--- src/rtl/nrx_rom_pkg.sv ---
// Shared constants for the New Rally-X ROM download sequencer.
// Holds the FSM state encoding, the region count and the default image layout.
package nrx_rom_pkg;

    localparam int NRX_REGIONS = 4;

    localparam logic [15:0] NRX_R0_END = 16'h4000;
    localparam logic [15:0] NRX_R1_END = 16'h5000;
    localparam logic [15:0] NRX_R2_END = 16'h5100;
    localparam logic [15:0] NRX_R3_END = 16'h5120;

    localparam int NRX_HOLD_CYCLES = 1024;

    typedef enum logic [1:0] {
        ST_IDLE = 2'd0,
        ST_LOAD = 2'd1,
        ST_HOLD = 2'd2,
        ST_RUN  = 2'd3
    } nrx_state_e;

    // Plain constants so the FSM register stays a bare logic vector.
    localparam logic [1:0] S_IDLE = ST_IDLE;
    localparam logic [1:0] S_LOAD = ST_LOAD;
    localparam logic [1:0] S_HOLD = ST_HOLD;
    localparam logic [1:0] S_RUN  = ST_RUN;

endpackage

--- src/rtl/nrx_rom_loader_if.sv ---
// ioctl download stream in, rebased ROM write strobes and core control out.
// master = HPS/testbench side, slave = nrx_rom_loader.
interface nrx_rom_loader_if;
    import nrx_rom_pkg::*;

    logic                   dl_active;
    logic                   dl_wr;
    logic [24:0]            dl_addr;
    logic [7:0]             dl_data;
    logic [15:0]            rom_addr;
    logic [7:0]             rom_data;
    logic [NRX_REGIONS-1:0] rom_we;
    logic                   core_reset;
    logic                   dl_done;
    logic                   dl_err;
    logic [16:0]            byte_cnt;
    logic [7:0]             dl_sum;

    modport master (
        output dl_active, dl_wr, dl_addr, dl_data,
        input  rom_addr, rom_data, rom_we, core_reset, dl_done, dl_err, byte_cnt, dl_sum
    );

    modport slave (
        input  dl_active, dl_wr, dl_addr, dl_data,
        output rom_addr, rom_data, rom_we, core_reset, dl_done, dl_err, byte_cnt, dl_sum
    );

endinterface

--- src/rtl/nrx_region_dec.sv ---
// Combinational ioctl address decoder: picks one of the four ROM regions and
// rebases the address to an offset inside it; anything past the last region is invalid.
module nrx_region_dec
    import nrx_rom_pkg::*;
#(
    parameter logic [15:0] R0_END = NRX_R0_END,
    parameter logic [15:0] R1_END = NRX_R1_END,
    parameter logic [15:0] R2_END = NRX_R2_END,
    parameter logic [15:0] R3_END = NRX_R3_END
) (
    input  logic [24:0]            addr_i,
    output logic                   valid_o,
    output logic [NRX_REGIONS-1:0] sel_o,
    output logic [15:0]            offset_o
);

    // Full 25-bit compares so any set bit in [24:16] falls out as invalid.
    always_comb begin
        valid_o  = 1'b0;
        sel_o    = '0;
        offset_o = '0;
        if (addr_i < {9'd0, R0_END}) begin
            valid_o  = 1'b1;
            sel_o    = 4'b0001;
            offset_o = addr_i[15:0];
        end else if (addr_i < {9'd0, R1_END}) begin
            valid_o  = 1'b1;
            sel_o    = 4'b0010;
            offset_o = addr_i[15:0] - R0_END;
        end else if (addr_i < {9'd0, R2_END}) begin
            valid_o  = 1'b1;
            sel_o    = 4'b0100;
            offset_o = addr_i[15:0] - R1_END;
        end else if (addr_i < {9'd0, R3_END}) begin
            valid_o  = 1'b1;
            sel_o    = 4'b1000;
            offset_o = addr_i[15:0] - R2_END;
        end
    end

endmodule

--- src/rtl/nrx_rom_loader.sv ---
// New Rally-X ROM download sequencer: splits the ioctl stream into four regions and
// holds the core in reset until a download completes. Optional macro: NRX_ROM_CHECKSUM_EN.
module nrx_rom_loader
    import nrx_rom_pkg::*;
#(
    parameter logic [15:0] R0_END      = NRX_R0_END,
    parameter logic [15:0] R1_END      = NRX_R1_END,
    parameter logic [15:0] R2_END      = NRX_R2_END,
    parameter logic [15:0] R3_END      = NRX_R3_END,
    parameter int          HOLD_CYCLES = NRX_HOLD_CYCLES,
    parameter logic [7:0]  EXP_SUM     = 8'h00
) (
    input  logic             clk_sys,
    input  logic             RESET_N,
    nrx_rom_loader_if.slave  bus
);

    localparam logic [15:0] HOLD_LAST  = 16'(HOLD_CYCLES - 1);
    localparam logic [16:0] IMAGE_SIZE = {1'b0, R3_END};
    localparam logic [16:0] CNT_MAX    = 17'h1FFFF;

    logic [1:0]             state_q,      state_d;
    logic [15:0]            holdCnt_q,    holdCnt_d;
    logic [16:0]            byteCnt_q,    byteCnt_d;
    logic                   err_q,        err_d;
    logic [15:0]            romAddr_q,    romAddr_d;
    logic [7:0]             romData_q,    romData_d;
    logic [NRX_REGIONS-1:0] romWe_q,      romWe_d;
    logic                   coreReset_q,  coreReset_d;
    logic                   done_q,       done_d;

    logic                   decValid;
    logic [NRX_REGIONS-1:0] decSel;
    logic [15:0]            decOffset;
    logic                   accept;
    logic                   enterLoad;
    logic                   sumBad;

    nrx_region_dec #(
        .R0_END (R0_END),
        .R1_END (R1_END),
        .R2_END (R2_END),
        .R3_END (R3_END)
    ) u_dec (
        .addr_i   (bus.dl_addr),
        .valid_o  (decValid),
        .sel_o    (decSel),
        .offset_o (decOffset)
    );

    assign accept    = bus.dl_active & bus.dl_wr;
    assign enterLoad = bus.dl_active & (state_q != S_LOAD);

    // A write arriving on the very cycle LOAD is entered counts against the cleared statistics.
    always_comb begin
        state_d     = state_q;
        holdCnt_d   = holdCnt_q;
        byteCnt_d   = enterLoad ? 17'd0 : byteCnt_q;
        err_d       = enterLoad ? 1'b0 : err_q;
        romAddr_d   = romAddr_q;
        romData_d   = romData_q;
        romWe_d     = '0;
        coreReset_d = 1'b1;
        done_d      = 1'b0;

        if (bus.dl_active) begin
            state_d = S_LOAD;
            if (enterLoad) begin
                holdCnt_d = '0;
            end
        end else begin
            case (state_q)
                S_LOAD: begin
                    state_d   = S_HOLD;
                    holdCnt_d = '0;
                    if ((byteCnt_q != IMAGE_SIZE) || sumBad) begin
                        err_d = 1'b1;
                    end
                end
                S_HOLD: begin
                    if (holdCnt_q == HOLD_LAST) begin
                        state_d     = S_RUN;
                        coreReset_d = 1'b0;
                        done_d      = 1'b1;
                    end else begin
                        holdCnt_d = holdCnt_q + 16'd1;
                    end
                end
                S_RUN: begin
                    coreReset_d = 1'b0;
                end
                default: begin
                    state_d = S_IDLE;
                end
            endcase
        end

        if (accept) begin
            if (byteCnt_d != CNT_MAX) begin
                byteCnt_d = byteCnt_d + 17'd1;
            end
            if (decValid) begin
                romWe_d   = decSel;
                romAddr_d = decOffset;
                romData_d = bus.dl_data;
            end else begin
                err_d = 1'b1;
            end
        end
    end

    always_ff @(posedge clk_sys or negedge RESET_N) begin
        if (!RESET_N) begin
            state_q     <= S_IDLE;
            holdCnt_q   <= '0;
            byteCnt_q   <= '0;
            err_q       <= 1'b0;
            romAddr_q   <= '0;
            romData_q   <= '0;
            romWe_q     <= '0;
            coreReset_q <= 1'b1;
            done_q      <= 1'b0;
        end else begin
            state_q     <= state_d;
            holdCnt_q   <= holdCnt_d;
            byteCnt_q   <= byteCnt_d;
            err_q       <= err_d;
            romAddr_q   <= romAddr_d;
            romData_q   <= romData_d;
            romWe_q     <= romWe_d;
            coreReset_q <= coreReset_d;
            done_q      <= done_d;
        end
    end

`ifdef NRX_ROM_CHECKSUM_EN
    logic [7:0] sum_q, sum_d;

    // Only bytes that actually land in a region contribute to the checksum.
    always_comb begin
        sum_d = enterLoad ? 8'h00 : sum_q;
        if (accept && decValid) begin
            sum_d = sum_d + bus.dl_data;
        end
    end

    always_ff @(posedge clk_sys or negedge RESET_N) begin
        if (!RESET_N) begin
            sum_q <= 8'h00;
        end else begin
            sum_q <= sum_d;
        end
    end

    assign sumBad     = (sum_q != EXP_SUM);
    assign bus.dl_sum = sum_q;
`else
    assign sumBad     = 1'b0;
    assign bus.dl_sum = 8'h00;
`endif

    assign bus.rom_addr   = romAddr_q;
    assign bus.rom_data   = romData_q;
    assign bus.rom_we     = romWe_q;
    assign bus.core_reset = coreReset_q;
    assign bus.dl_done    = done_q;
    assign bus.dl_err     = err_q;
    assign bus.byte_cnt   = byteCnt_q;

endmodule

--- src/flat_wrapper.sv ---
// flat-port wrapper written by rule: the top's interface ports become plain ports
module nrx_rom_loader_flat import nrx_rom_pkg::*;
#(
    parameter logic [15:0] R0_END      = NRX_R0_END,
    parameter logic [15:0] R1_END      = NRX_R1_END,
    parameter logic [15:0] R2_END      = NRX_R2_END,
    parameter logic [15:0] R3_END      = NRX_R3_END,
    parameter int          HOLD_CYCLES = NRX_HOLD_CYCLES,
    parameter logic [7:0]  EXP_SUM     = 8'h00
)
  (clk_sys, RESET_N, bus_dl_active, bus_dl_wr, bus_dl_addr, bus_dl_data, bus_rom_addr, bus_rom_data, bus_rom_we, bus_core_reset, bus_dl_done, bus_dl_err, bus_byte_cnt, bus_dl_sum);
  nrx_rom_loader_if bus_i ();
  input  logic clk_sys;
  input  logic RESET_N;
  input wire logic [$bits(bus_i.dl_active)-1:0] bus_dl_active;
  input wire logic [$bits(bus_i.dl_wr)-1:0] bus_dl_wr;
  input wire logic [$bits(bus_i.dl_addr)-1:0] bus_dl_addr;
  input wire logic [$bits(bus_i.dl_data)-1:0] bus_dl_data;
  output wire logic [$bits(bus_i.rom_addr)-1:0] bus_rom_addr;
  output wire logic [$bits(bus_i.rom_data)-1:0] bus_rom_data;
  output wire logic [$bits(bus_i.rom_we)-1:0] bus_rom_we;
  output wire logic [$bits(bus_i.core_reset)-1:0] bus_core_reset;
  output wire logic [$bits(bus_i.dl_done)-1:0] bus_dl_done;
  output wire logic [$bits(bus_i.dl_err)-1:0] bus_dl_err;
  output wire logic [$bits(bus_i.byte_cnt)-1:0] bus_byte_cnt;
  output wire logic [$bits(bus_i.dl_sum)-1:0] bus_dl_sum;
  assign bus_i.dl_active = bus_dl_active;
  assign bus_i.dl_wr = bus_dl_wr;
  assign bus_i.dl_addr = bus_dl_addr;
  assign bus_i.dl_data = bus_dl_data;
  assign bus_rom_addr = bus_i.rom_addr;
  assign bus_rom_data = bus_i.rom_data;
  assign bus_rom_we = bus_i.rom_we;
  assign bus_core_reset = bus_i.core_reset;
  assign bus_dl_done = bus_i.dl_done;
  assign bus_dl_err = bus_i.dl_err;
  assign bus_byte_cnt = bus_i.byte_cnt;
  assign bus_dl_sum = bus_i.dl_sum;
  nrx_rom_loader #(.R0_END(R0_END), .R1_END(R1_END), .R2_END(R2_END), .R3_END(R3_END), .HOLD_CYCLES(HOLD_CYCLES), .EXP_SUM(EXP_SUM)) u_core (.clk_sys(clk_sys), .RESET_N(RESET_N), .bus(bus_i));
endmodule
--- config.mk ---
export PLATFORM = sky130hd
export DESIGN_NAME = nrx_rom_loader_flat
export DESIGN_NICKNAME = d
export VERILOG_FILES = /design/src/rtl/nrx_rom_pkg.sv /design/src/rtl/nrx_rom_loader_if.sv /design/src/rtl/nrx_region_dec.sv /design/src/rtl/nrx_rom_loader.sv /design/src/flat_wrapper.sv
export SDC_FILE = /design/constraint.sdc
export NUM_CORES = 1
export LEC_CHECK = 0
export ABC_AREA = 1
export BUFFER_PORTS_ARGS = -buffer_cell sky130_fd_sc_hd__buf_2
export CAP_MARGIN = 15
export CORE_MARGIN = 2
export CORE_UTILIZATION = 45
export CTS_BUF_LIST = sky130_fd_sc_hd__clkbuf_4
export DETAILED_ROUTE_END_ITERATION = 8
export HOLD_SLACK_MARGIN = 0.03
export PLACE_DENSITY_LB_ADDON = 0.05
export RECOVER_POWER = 50
export SLEW_MARGIN = 20
export SYNTH_ARGS = -nofsm -noshare
export SYNTH_HDL_FRONTEND = slang
export SYNTH_SLANG_ARGS = --single-unit
--- constraint.sdc ---
create_clock -name clk_sys -period 6.6 [get_ports clk_sys]
set_input_delay 1.32 -clock clk_sys [delete_from_list [all_inputs] [get_ports clk_sys]]
set_output_delay 1.32 -clock clk_sys [all_outputs]
set_load 0.1 [all_outputs]
==> reports/qor.txt <==
HP Class -> flip-flop to flip-flop
Clock root buffer -> clkbuf_4
Asr flop ratio synth -> 1.00
Uppermost layer routed -> met4
Gr usage total -> 0.219
Critical hold path startpoint -> u_core.bus.rom_addr[15]
Slowest CP cell -> clkbuf_1
Setup crit start kind -> primary input
Vias in the first global route -> 3806
WL final -> 10.3 mm
Sequential-to-total area share from yosys stat -> 0.407
Power Total -> 912 uW
Syn avg cell area -> 6.97 sq um
Final cell count without fillers -> 779
Die width -> 99.0 um
DR WL met2 -> 4.92 mm
Clock share of power -> 0.258
Total negative slack -> 0 ns
Die Height -> 99.0 um
Final net count -> 711
# IOs -> 93
Core ar. -> 8720 sq um
CTS tree -> yes
# port buffers -> 84
Grt ovf -> 0
Failing checks -> max-capacitance violations, max-slew violations
RePlAce Congestion -> 0.876
CTS Hold Bufs -> 0
Worst Path Max Fanout -> 66
Setup Skew -> 0.0169 ns
Total clock sinks -> 66
Switch share -> 0.393
Via count -> 3966
Met1 wire length -> 4.64 mm
Finished Core Util -> 0.529
Switch Pwr -> 358 uW
# DRC -> 0
Crit share post-route -> 0.643
Post-CTS Setup Inserts -> 0
Worst relative slew slack -> -1.39
Status -> finished, violations left
Synth Flop Type -> dfrtp_1
Clock Path Buffers -> 2
Max Cap Viol -> 1
Synthesized flop and latch total -> 66
Crit-path cells -> buf_2 -> clkbuf_1
Crit path time final -> 4.25 ns
Actual slew at the worst max-slew pin -> 3.59 ns
Post-synth EDFFs -> 0
Worst IR Drop VDD -> 0.0000911 V
Post-route cell area -> 4620 sq um
Fin Hold WS -> 0.474 ns
Worst r2r src -> u_core.state_q[1]
Antenna diode count -> 0
Core Rows -> 34
Internal power -> 554 uW
P_leak -> 2.55 nW
Combinational Power Share -> 0.261
Area Overhead vs Synth -> 13.6%
CTS H-tree depth -> 3
Sequential power share -> 0.481
Layout cells sized above 1 -> 0.176
Drt pass-1 iters -> 4
Max Transition Viols Final -> 67
Unrepaired setup endpoints after global routing -> no
Dpl cell area -> 4530 sq um
CP Data Required Time -> 6.30 ns
Worst Setup Path Type -> primary input to asynchronous set/reset pin
Clk pin slew, worst setup/hold paths -> 0.09 ns
# setup viols final -> 0
Cell Count Post-Placement -> 763
Mapped Cells -> 583
Crit end category -> asynchronous set/reset pin
CP delay by family, top -> buffers and inverters
Syn. warnings -> 0
DP Wirelength -> 7.45 mm
Routed vias/inst -> 5.09
Worst setup margin -> 2.35 ns
Largest net degree at the start of global routing -> 67
Wire length per cell -> 13.2 um
PD cells -> 197 nW/um^2
CTS Buf Count -> 9
Critical Path AT -> 3.95 ns
Setup WS pre-CTS -> 2.59 ns
Worst skew pair latency -> 0.41 ns
Synth unique cells -> 38
WL met3 -> 542 um
Max Clock Freq -> 236 MHz
Initial antenna violation count -> 0
First-pass GRT wire length -> 17.5 mm
Iteration-0 DRC Markers -> 164
Final Hold Viols -> 0
Die area -> 9810 sq um
Gates resized, CTS repair -> 0
Critical Path Max Stage Delay -> 2.50 ns
Detail Route Antenna Nets -> 0
CP bufs+invs -> 2
Initial Util -> 0.466
Crit. Startpoint -> RESET_N
Mapped Area -> 4060 sq um
-- power groups by stage --
stage	Clock, mW	Combinational, mW	Sequential [mW]
finish	0.235	0.238	0.438
global route	0.263	0.262	0.442
CTS	0.243	0.245	0.438
detailed placement	0	0.245	0.445
global placement	0	0.242	0.445
floorplan	0	0.129	0.505
-- registers in the layout, summed over array words and instances (netlist names) --
register               count
u_core.holdCnt_q          16
u_core.bus.rom_we          4
u_core.bus.dl_err          1
u_core.bus.rom_addr       16
u_core.bus.dl_done         1
u_core.bus.rom_data        8
u_core.bus.core_reset      1
u_core.bus.byte_cnt       17
u_core.state_q             2
-- per-layer routing --
metal	vias to the layer above	GRT usage
met5	-	0
met4	0	0.0706
met3	15	0.0411
met2	109	0.367
met1	1845	0.286
li1	1997	-
-- worst paths after layout --
kind	to	slack [ns]	depth (start not counted)
min in group asynchronous	u_core.bus.byte_cnt[5]	2.22	2
min	u_core.bus.rom_addr[15]	0.47	2
max in group clk_sys	u_core.bus.rom_addr[14]	2.94	7
min reg2reg	u_core.bus.rom_addr[15]	0.47	2
max reg2reg	u_core.bus.byte_cnt[4]	3.84	13
max	u_core.bus.rom_data[7]	2.35	2
-- cell type report --
type	instances	area, sq um
fillers	885	4100
multi-input cells	427	2010
flip-flops and latches	66	1650
repair buffers	85	419
inverters	77	289
well taps	108	135
clock buffers	12	90.1
clock inverters	4	21.3
-- cells by family (layout without fill, tap and decap cells) --
group                    Yosys count  after routing  synth area share
other                              1              8          0.000923
flip-flops                        66             66             0.407
AND/OR/NAND/NOR                  360            360             0.384
adder cells (fa/ha/maj)            8              8            0.0246
buffers and inverters             97            178             0.102
XOR/XNOR                          12             12            0.0259
AO/OA/AOI/OAI                     39             39            0.0560
-- Yosys cell counts, types with 2 or more instances --
cell type / number / area, sq um
or2_2: 3 / 18.8
nand3_2: 2 / 20.0
buf_4: 9 / 67.6
nand4_1: 19 / 119
a21oi_1: 3 / 15.0
inv_1: 71 / 267
nand3b_1: 2 / 15.0
nor3_1: 16 / 80.1
o21ai_0: 21 / 105
o31ai_1: 2 / 15.0
o21ai_2: 4 / 35.0
dfrtp_1: 65 / 1630
clkbuf_1: 2 / 7.51
o21ai_1: 4 / 20.0
buf_2: 7 / 35.0
nor2_1: 54 / 203
nand2_1: 197 / 739
inv_2: 5 / 18.8
nand3_1: 52 / 260
ha_1: 8 / 100
nor2_2: 7 / 43.8
nand2_2: 4 / 25.0
xor2_1: 11 / 96.3
-- cells in the final DEF, fill, tap and decap left out, types with 2 or more instances in the layout --
cell type | netlist | routed
ha_1 | 8 | 8
clkbuf_1 | 2 | 5
a21oi_1 | 3 | 3
nand2_1 | 197 | 198
buf_2 | 7 | 80
inv_2 | 5 | 4
dfrtp_1 | 65 | 65
o31ai_1 | 2 | 2
conb_1 | 1 | 8
nand3_2 | 2 | 2
nor2_1 | 54 | 54
nand3_1 | 52 | 52
clkbuf_4 | 0 | 12
nand3b_1 | 2 | 2
nand4_1 | 19 | 19
or2_2 | 3 | 3
nand2_2 | 4 | 3
xor2_1 | 11 | 11
clkinv_2 | 0 | 2
clkinv_1 | 1 | 2
inv_1 | 71 | 72
o21ai_0 | 21 | 27
nor3_1 | 16 | 16
nor2_2 | 7 | 7
Note: power is estimated with default switching activity, not from simulation.
